==> src/rtl/mux_scan_sequencer.sv <==
// rtl/mux_scan_sequencer.sv - steps an 8:1 mux select, samples y per channel, hands the word downstream.
// Optional: SCAN_AUTO_RESTART_EN makes a completed transfer start the next scan immediately.
module mux_scan_sequencer #(
    parameter int N_CH  = 8,
    parameter int SEL_W = 3,
    parameter int DWELL = 4
) (
    input  logic              clk,
    input  logic              rst_n,
    input  logic              start,
    input  logic              abort,
    input  logic              y_in,
    output logic [SEL_W-1:0]  sel,
    output logic              busy,
    output logic [N_CH-1:0]   dout,
    output logic              dout_valid,
    input  logic              dout_ready
);

    typedef enum logic [1:0] {S_IDLE, S_SCAN, S_HOLD} state_t;

    state_t             r_state;
    state_t             w_next;
    logic [SEL_W-1:0]   r_sel;
    logic [7:0]         r_cnt;
    logic [N_CH-1:0]    r_cap;
    logic [N_CH-1:0]    r_dout;
    logic               r_valid;
    logic [N_CH-1:0]    w_cap_next;
    logic               w_last_dwell;
    logic               w_last_ch;
    logic               w_xfer;

    assign w_last_dwell = (r_cnt == 8'(DWELL - 1));
    assign w_last_ch    = (r_sel == SEL_W'(N_CH - 1));
    assign w_xfer       = r_valid & dout_ready;

    // The final channel's bit must reach dout on the same edge it is sampled.
    always_comb begin
        w_cap_next        = r_cap;
        w_cap_next[r_sel] = y_in;
    end

    always_comb begin
        w_next = r_state;
        case (r_state)
            S_IDLE: if (start && !abort) w_next = S_SCAN;
            S_SCAN: begin
                if (abort)                         w_next = S_IDLE;
                else if (w_last_dwell && w_last_ch) w_next = S_HOLD;
            end
            S_HOLD: begin
                if (abort) w_next = S_IDLE;
`ifdef SCAN_AUTO_RESTART_EN
                else if (w_xfer) w_next = S_SCAN;
`else
                else if (w_xfer) w_next = S_IDLE;
`endif
            end
            default: w_next = S_IDLE;
        endcase
    end

    always_ff @(posedge clk or negedge rst_n) begin
        if (!rst_n) begin
            r_state <= S_IDLE;
            r_sel   <= '0;
            r_cnt   <= '0;
            r_cap   <= '0;
            r_dout  <= '0;
            r_valid <= 1'b0;
        end else begin
            r_state <= w_next;
            case (r_state)
                S_IDLE: begin
                    if (w_next == S_SCAN) begin
                        r_sel <= '0;
                        r_cnt <= '0;
                        r_cap <= '0;
                    end
                end
                S_SCAN: begin
                    if (abort) begin
                        r_sel <= '0;
                        r_cnt <= '0;
                    end else if (w_last_dwell) begin
                        r_cap <= w_cap_next;
                        r_cnt <= '0;
                        if (w_last_ch) begin
                            r_dout  <= w_cap_next;
                            r_valid <= 1'b1;
                        end else begin
                            r_sel <= r_sel + SEL_W'(1);
                        end
                    end else begin
                        r_cnt <= r_cnt + 8'd1;
                    end
                end
                S_HOLD: begin
                    if (abort || w_xfer) begin
                        r_valid <= 1'b0;
                        r_sel   <= '0;
                        r_cnt   <= '0;
                        r_cap   <= '0;
                    end
                end
                default: ;
            endcase
        end
    end

    assign sel        = r_sel;
    assign busy       = (r_state != S_IDLE);
    assign dout       = r_dout;
    assign dout_valid = r_valid;

endmodule
==> config.mk <==
export PLATFORM = sky130hd
export DESIGN_NAME = mux_scan_sequencer
export DESIGN_NICKNAME = d
export VERILOG_FILES = /design/src/rtl/mux_scan_sequencer.sv
export SDC_FILE = /design/constraint.sdc
export NUM_CORES = 1
export LEC_CHECK = 0
export CAP_MARGIN = 10
export CORE_ASPECT_RATIO = 0.8
export CORE_MARGIN = 8
export CORE_UTILIZATION = 35
export CTS_CLUSTER_DIAMETER = 50
export DETAILED_ROUTE_END_ITERATION = 8
export SETUP_SLACK_MARGIN = 0.2
export SYNTH_ARGS = -nofsm -noshare
export SYNTH_HDL_FRONTEND = slang
export SYNTH_SLANG_ARGS = --single-unit
==> constraint.sdc <==
create_clock -name clk -period 3 [get_ports clk]
set_input_delay 0.6 -clock clk [delete_from_list [all_inputs] [get_ports clk]]
set_output_delay 0.6 -clock clk [all_outputs]
set_load 0.01 [all_outputs]
==> results of run 1 <==
cell usage in the layout, fill, tap and decap left out, types with 4 or more instances in the layout:
cell / synthesis / routed
nor2_1: 23 / 23
nor3_1: 4 / 4
mux2i_1: 8 / 8
nand2_1: 7 / 7
a21oi_1: 10 / 10
nor3b_1: 4 / 4
mux2_2: 8 / 8
clkdlybuf4s50_1: 0 / 18
dfrtp_1: 30 / 30
o21ai_0: 8 / 8
clkbuf_8: 0 / 5
cell type report:
class                           instances  area (um2)
Fill cell                             413        2370
Clock inverter                          2        10.0
Sequential cell                        30         751
Multi-Input combinational cell        113         759
Tap cell                               57        71.3
Timing Repair Buffer                   21         203
Clock buffer                            5        68.8
critical path, stage by stage (launching register included):
cell and delay, ps:
dfrtp_1 450, or4_1 680, or4_4 470, a21oi_4 310, mux2_2 370
state kept, by name, summed over array words and instances, names as in the netlist:
name / flops
r_cap: 8
dout_valid: 1
dout: 8
sel: 3
r_state: 2
r_cnt: 8
path summary, 6_finish.rpt:
check / start / end / slack (ps) / depth (start not counted)
hold reg to reg: r_cap[6] / r_cap[6] / 490 / 1
min in group asynchronous: rst_n / dout[5] / 710 / 2
setup reg to reg: r_cnt[4] / r_cap[2] / 600 / 4
setup / recovery: r_cnt[4] / r_cap[2] / 600 / 4
hold / removal: r_cap[6] / r_cap[6] / 490 / 1
max in group asynchronous: rst_n / sel[1] / 2010 / 2
per-layer routing:
metal | track usage, % | wire length (um)
met4 | 6.07 | 55
met3 | 3.74 | 132
met2 | 13.8 | 1330
met5 | 0 | 0
met1 | 12.5 | 1620
kinds of logic after synthesis:
kind of cell	Yosys count	share of synthesized area [%]
flops	30	48.2
compound gates	31	13.0
mux	17	11.6
fa+ha+maj	3	2.41
buf+inv	10	3.05
simple gates	60	20.6
xor+xnor	2	1.12
through the flow:
stage / instances / setup WS [ps] / power [mW] / hold WS [ps] / utilization, %
final: 228 / 597 / 0.780 / 487 / 44.0
after global routing: 228 / 531 / 0.818 / 524 / 44.0
after CTS: 228 / 605 / 0.792 / 491 / 44.0
after detailed placement: 221 / 487 / 0.487 / 476 / 42.2
after global placement: 221 / 532 / 0.486 / 467 / 42.2
after floorplan: 153 / 715 / 0.459 / 304 / -
power groups by stage:
stage               Sequential, mW  Combinational [mW]  Clock (mW)
floorplan                    0.423              0.0357           0
global placement             0.425              0.0609           0
detailed placement           0.425              0.0627           0
CTS                          0.417              0.0631       0.312
global route                 0.418              0.0686       0.332
finish                       0.417              0.0618       0.301
==> results.sh, run 1 <==
export IMPL_ctsRootBufferMaster="clkbuf_8"
export IMPL_async_flop_share_pct=100
export IMPL_die_y_um=75.7
export IMPL_syn_area_um2=1560
export IMPL_area_growth_pct=19.6
export IMPL_cts_htree_levels=2
export IMPL_p_per_area_nw_per_um2=419
export IMPL_drc=0
export IMPL_p_leak_nw=0.842
export IMPL_finalSetupViolCount=0
export IMPL_antenna_left=0
export IMPL_hold_viol=0
export IMPL_clock_fmax_mhz=416
export IMPL_crit_type="flip-flop to flip-flop"
export IMPL_drt_pass1_iterations=4
export IMPL_hpwlAfterDp_um=2150
export IMPL_clockBufferDepth=2
export IMPL_grt_setup_unrepaired="false"
export IMPL_via_count=1157
export IMPL_gp_congestion=0.842
export IMPL_clk_latency_ps=280
export IMPL_period_share_pct=80.1
export IMPL_post_cts_buffers=0
export IMPL_dpl_instance_area_um2=1780
export IMPL_cp_data_required_time_ps=3170
export IMPL_cts_buffers=5
export IMPL_drive_gt1_share_pct=14.0
export IMPL_io_pins=19
export IMPL_grt_overflow=0
export IMPL_ctsHoldBuffers=0
export IMPL_syn_nets=162
export IMPL_worst_ir_drop_vdd_mv=0.216
export IMPL_worst_slew_pin_slew_ps=376
export IMPL_synth_common_cells="30 x dfrtp_1, 23 x nor2_1, 10 x a21oi_1"
export IMPL_hp_class="flip-flop to flip-flop"
export IMPL_yosysSeqAreaShare_pct=48.2
export IMPL_synth_top_area_share_pct=48.2
export IMPL_max_slew_margin_rel_pct=75.0
export IMPL_setup_tns_ps=0
export IMPL_grt_max_degree=31
export IMPL_grt_usage_pct=9.81
export IMPL_clk_pin_slew_ps=70
export IMPL_row_count=21
export IMPL_critPathArrivalTime_ps=2570
export IMPL_synthCells=153
export IMPL_p_clk_share_pct=38.6
export IMPL_slew_violations=0
export IMPL_grt_pass1_vias=1070
export IMPL_die_area_um2=6850
export IMPL_avgSynthCellArea_um2=10.2
export IMPL_initial_utilization_pct=36.8
export IMPL_pwr_share_comb_pct=7.9
export IMPL_yosysTopAreaCell="dfrtp_1"
export IMPL_end_kind="flip-flop"
export IMPL_grt_pass1_wl_um=5190
export IMPL_internal_power_mw=0.592
export IMPL_status="finished clean"
export IMPL_stdcell_area_um2=1860
export IMPL_drtIter0Drc=40
export IMPL_die_x_um=90.6
export IMPL_yosysWarnings=0
export IMPL_netSwitchingPower_mw=0.188
export IMPL_cts_resized=0
export IMPL_crit_path_start_kind="flip-flop"
export IMPL_finalCriticalPeriod_ps=2400
export IMPL_cts_tree="built"
export IMPL_final_nets=180
export IMPL_core_um2=4230
export IMPL_ys_flop_type="dfrtp_1"
export IMPL_synth_edf_count=0
export IMPL_antenna_found_initial=0
export IMPL_wl_um=3130
export IMPL_max_cap_violations=0
export IMPL_crit_path_max_fanout=8
export IMPL_skew_ps=8.48
export IMPL_synthDistinctLibCells=39
export IMPL_switching_share_pct=24.0
export IMPL_seq_power_share_pct=53.5
export IMPL_clock_sinks=30
export IMPL_synthTopCellsByArea="dfrtp_1 48%, mux2_2 5.8%, nor2_1 5.5%, mux2i_1 5.1%, a21oi_1 3.2%"
export IMPL_vias_per_cell=5.07
export IMPL_post_synth_top_count_cell="dfrtp_1"
export IMPL_synth_seq_cells=30
export IMPL_io_buffers=18
export IMPL_routedWlPerCell_um=13.7
export IMPL_n_antenna_cell=0
(Power assumes the default switching activity.)
==> run 2, diff against run 1 <==
clock period = 2.3 ns   (was 3 ns; I/O delays follow)
==> run 2 against run 1 <==
Clock power rose by 42%. Count of clock-buffer cells in the layout rose by 2. Sequential power rose by 31%. Worst setup slack got worse by 420 ps.
==> results.sh, run 2 (same netlist as run 1, synthesis figures left out) <==
export IMPL_area_growth_pct=28.3
export IMPL_worst_hold_path_endpoint="r_cap[6]"
export IMPL_r2r_end="r_cap[7]"
export IMPL_p_per_area_nw_per_um2=533
export IMPL_drive_gt1_share_pct=20.7
export IMPL_routedWlPerCell_um=14.0
export IMPL_row_count=21
export IMPL_slew_violations=0
export IMPL_crit_type="flip-flop to flip-flop"
export IMPL_grt_overflow=0
export IMPL_core_um2=4230
export IMPL_die_area_um2=6850
export IMPL_die_x_um=90.6
export IMPL_min_path_cells=1
export IMPL_grt_usage_pct=10.1
export IMPL_fin_util_pct=47.2
export IMPL_wl_um=3360
export IMPL_grt_pass1_wl_um=5510
export IMPL_antenna_found_initial=0
export IMPL_status="finished clean"
export IMPL_drc=0
export IMPL_die_y_um=75.7
export IMPL_n_antenna_cell=0
export IMPL_hold_viol=0
export IMPL_worst_ir_drop_vdd_mv=0.263
export IMPL_clockBufferDepth=2
export IMPL_mostFrequentLayoutCell="dfrtp_1"
export IMPL_max_slew_margin_rel_pct=74.7
export IMPL_p_leak_nw=0.916
export IMPL_gp_congestion=0.911
export IMPL_vias_per_cell=5.12
export IMPL_clock_fmax_mhz=471
export IMPL_cp_data_required_time_ps=2470
export IMPL_r2r_start="r_cnt[4]"
export IMPL_max_cap_violations=0
export IMPL_r2r_cells=5
export IMPL_skew_ps=5.89
export IMPL_clk_pin_slew_ps=60
export IMPL_grt_pass1_vias=1165
export IMPL_cts_buffers=5
export IMPL_worst_slew_pin_slew_ps=380
export IMPL_period_share_pct=92.4
export IMPL_nFillCells=400
export IMPL_finalSetupViolCount=0
export IMPL_io_pins=19
export IMPL_worst_path_buf_inv=1
export IMPL_critical_path_slowest_cell="or4_4"
export IMPL_hpwlAfterDp_um=2410
export IMPL_critPathArrivalTime_ps=2290
export IMPL_crit_path_max_fanout=8
export IMPL_cts_htree_levels=2
export IMPL_finalCriticalPeriod_ps=2130
export IMPL_via_count=1233
export IMPL_cts_tree="built"
export IMPL_end_kind="flip-flop"
export IMPL_hold_path_startpoint="r_cap[6]"
export IMPL_antenna_left=0
export IMPL_ctsHoldBuffers=0
export IMPL_worst_path_most_repeated_cell="or4_4"
export IMPL_hp_class="flip-flop to flip-flop"
export IMPL_crit_path_start_kind="flip-flop"
export IMPL_drt_pass1_iterations=4
export IMPL_layout_common_cells="30 x dfrtp_1, 23 x nor2_1, 18 x clkdlybuf4s50_1, 13 x buf_4, 10 x a21oi_1"
export IMPL_initial_utilization_pct=36.8
export IMPL_grt_setup_unrepaired="true"
export IMPL_final_nets=192
export IMPL_cp_top_family="simple AND/OR/NAND/NOR gates"
export IMPL_clock_sinks=30
export IMPL_grt_max_degree=31
export IMPL_setup_tns_ps=0
export IMPL_drtIter0Drc=99
export IMPL_r2r_slack_ps=170
export IMPL_io_buffers=18
export IMPL_cp_slowest_stage_delay_ps=550
export IMPL_path_cells="or4_4 > or4_4 > a21oi_4 > buf_12 > mux2_2"
export IMPL_clk_latency_ps=280
export IMPL_ctsRootBufferMaster="clkbuf_8"
run 2: worst max path at each step:
stage	start	endpoint	slack, ps	cells after the start
after CTS	r_cnt[4]	r_cap[0]	160	5
after global placement	abort	r_cap[1]	50	4
final	r_cnt[4]	r_cap[7]	170	5
after detailed placement	abort	r_cap[4]	20	4
after floorplan	sel[0]	dout[1]	30	7
after global routing	r_cnt[4]	r_cap[7]	130	5
run 2: power breakdown:
group,internal (mW),leakage (nW),switching [mW]
clock network,0.241,0.0482,0.185
logic,0.0444,0.452,0.0503
registers,0.536,0.416,0.00885
run 2: metrics by stage:
step	instances	instance area (um2)	total power [mW]	worst slack, ps	hold slack (ps)
6_report	241	2000	1.07	175	496
4_1_cts	241	1990	1.08	157	497
5_1_grt	241	2000	1.12	134	523
3_3_place_gp	231	1860	0.639	51.2	469
2_1_floorplan	153	1560	0.599	34.5	164
3_5_place_dp	231	1860	0.641	24.1	484
run 2: metal layers:
layer / share of wire (%) / global-route usage [%] / wire length [um] / up-vias
met2: 44 / 14.6 / 1480 / 20
met3: 4.8 / 3.74 / 160 / 8
met1: 49 / 12.8 / 1630 / 591
met4: 2.5 / 6.07 / 83 / 0
met5: 0 / 0 / 0 / -
li1: - / - / - / 614
run 2: area by class of cell:
cell class	instances	area, um2	share of cell area (%)
clock inverters	1	5.00	0.250
multi-input cells	113	776	38.8
flip-flops and latches	30	751	37.6
repair buffers	33	309	15.5
well taps	57	71.3	3.57
clock buffers	7	86.3	4.32
run 2: timing repair:
action | in CTS | in global routing
setup endpoints to repair | 8 | 18
gates resized for setup | 3 | 2
pin swaps | 1 | 1
buffers inserted | 2 | 0
==> run 3, diff against run 2 <==
SETUP_SLACK_MARGIN = 0.05   (was 0.2)
SKIP_CTS_REPAIR_TIMING = 1   (was unset)
==> run 3 against run 2 <==
Total power increased by 7.9%. Critical path depth decreased by 1. Design area decreased by 0.94%. Maximum frequency decreased by 3.5%. Die area unchanged. Clock skew about the same. Combinational power decreased by 8.1%. Largest cell class unchanged.
==> results.sh, run 3 (same netlist as run 1, synthesis figures left out) <==
export IMPL_mostFrequentLayoutCell="dfrtp_1"
export IMPL_min_path_cells=1
export IMPL_cts_buffers=5
export IMPL_clock_sinks=30
export IMPL_finalSetupViolCount=0
export IMPL_max_slew_margin_rel_pct=74.7
export IMPL_drt_pass1_iterations=4
export IMPL_clock_fmax_mhz=454
export IMPL_area_growth_pct=27.1
export IMPL_skew_ps=5.54
export IMPL_crit_path_start_kind="flip-flop"
export IMPL_grt_max_degree=31
export IMPL_power_mw=1.15
export IMPL_drc=0
export IMPL_cts_htree_levels=2
export IMPL_drive_gt1_share_pct=20.2
export IMPL_worst_ir_drop_vdd_mv=0.327
export IMPL_p_per_area_nw_per_um2=581
export IMPL_cts_tree="built"
export IMPL_critPathArrivalTime_ps=2370
export IMPL_grt_pass1_vias=1172
export IMPL_wl_um=3340
export IMPL_internal_power_mw=0.892
export IMPL_grt_setup_unrepaired="true"
export IMPL_netSwitchingPower_mw=0.257
export IMPL_hp_class="flip-flop to flip-flop"
export IMPL_drtIter0Drc=92
export IMPL_clockBufferDepth=2
export IMPL_routedWlPerCell_um=13.9
export IMPL_grt_overflow=0
export IMPL_io_pins=19
export IMPL_antenna_left=0
export IMPL_ctsRootBufferMaster="clkbuf_8"
export IMPL_core_um2=4230
export IMPL_status="finished clean"
export IMPL_cp_slowest_stage_delay_ps=530
export IMPL_via_count=1218
export IMPL_setup_tns_ps=0
export IMPL_crit_path_max_fanout=8
export IMPL_placedCellCount=231
export IMPL_p_clk_share_pct=45.1
export IMPL_pwr_share_comb_pct=7.6
export IMPL_hpwlAfterDp_um=2370
export IMPL_hold_viol=0
export IMPL_n_antenna_cell=0
export IMPL_stdcell_area_um2=1980
export IMPL_die_area_um2=6850
export IMPL_nFillCells=387
export IMPL_crit_type="flip-flop to flip-flop"
export IMPL_slew_violations=0
export IMPL_gp_congestion=0.816
export IMPL_critical_path_slowest_cell="or4_4"
export IMPL_final_nets=191
export IMPL_switching_share_pct=22.4
export IMPL_die_x_um=90.6
export IMPL_seq_power_share_pct=47.4
export IMPL_worst_slew_pin_slew_ps=379
export IMPL_r2r_cells=4
export IMPL_multiInputGateArea_um2=763
export IMPL_finalCriticalPeriod_ps=2200
export IMPL_p_leak_nw=0.912
export IMPL_clk_pin_slew_ps=70
export IMPL_layout_area_seq_um2=751
export IMPL_row_count=21
export IMPL_dpl_instance_area_um2=1860
export IMPL_layout_common_cells="30 x dfrtp_1, 23 x nor2_1, 18 x clkdlybuf4s50_1, 14 x buf_4, 10 x a21oi_1"
export IMPL_max_cap_violations=0
export IMPL_vias_per_cell=5.08
export IMPL_antenna_found_initial=0
export IMPL_die_y_um=75.7
export IMPL_clk_latency_ps=280
export IMPL_end_kind="flip-flop"
export IMPL_period_share_pct=95.7
export IMPL_instances_no_fill=240
export IMPL_initial_utilization_pct=36.8
export IMPL_path_cells="or4_4 > or4_4 > a21oi_4 > mux2_2"
export IMPL_cp_data_required_time_ps=2470
export IMPL_io_buffers=18
export IMPL_grt_usage_pct=10.8
export IMPL_worst_path_most_repeated_cell="or4_4"
export IMPL_grt_pass1_wl_um=5690
## run 3: metal layers
| layer | vias up | routed length [um] | GRT usage (%) |
|---|---|---|---|
| li1 | 607 | - | - |
| met1 | 583 | 1750 | 13.9 |
| met2 | 21 | 1370 | 15.8 |
| met3 | 7 | 140 | 3.64 |
| met4 | 0 | 73 | 6.07 |
| met5 | - | 0 | 0 |
## run 3: final timing paths
check | slack, ps | endpoint | from
max in group asynchronous | 1450 | r_cnt[0] | rst_n
max reg2reg | 100 | r_cap[4] | r_cnt[5]
min reg2reg | 490 | r_cap[6] | r_cap[6]
min | 490 | r_cap[6] | r_cap[6]
min in group asynchronous | 550 | r_cnt[7] | rst_n
max | 100 | r_cap[4] | r_cnt[5]
## run 3: area by class of cell
type | instances | share of cell area, %
Multi-Input combinational cell | 113 | 38.6
Sequential cell | 30 | 37.9
Timing Repair Buffer | 32 | 14.4
Tap cell | 57 | 3.60
Clock buffer | 5 | 3.48
Clock inverter | 3 | 2.02
## run 3: critical path: cells and delay by family, from the launching register on
kind	cells	cell delay [ps]
and+or+nand+nor	2	970
DFF	1	420
muxes	1	380
AOI/OAI and AO/OA	1	310
## run 3: power groups by stage
stage | clock network, mW | logic, mW | registers [mW]
6_report | 0.518 | 0.0870 | 0.544
5_1_grt | 0.556 | 0.0976 | 0.546
4_1_cts | 0.535 | 0.0883 | 0.544
3_5_place_dp | 0 | 0.0876 | 0.554
3_3_place_gp | 0 | 0.0846 | 0.553
2_1_floorplan | 0 | 0.0468 | 0.552
## run 3: through the flow
stage / util, % / hold slack, ps / setup WS (ps)
after floorplan: - / 164 / 34.5
after global placement: 44.0 / 469 / 52.7
after detailed placement: 44.0 / 476 / 12.5
after CTS: 46.5 / 491 / 79.3
after global routing: 46.8 / 526 / 24.5
final: 46.8 / 492 / 98.5
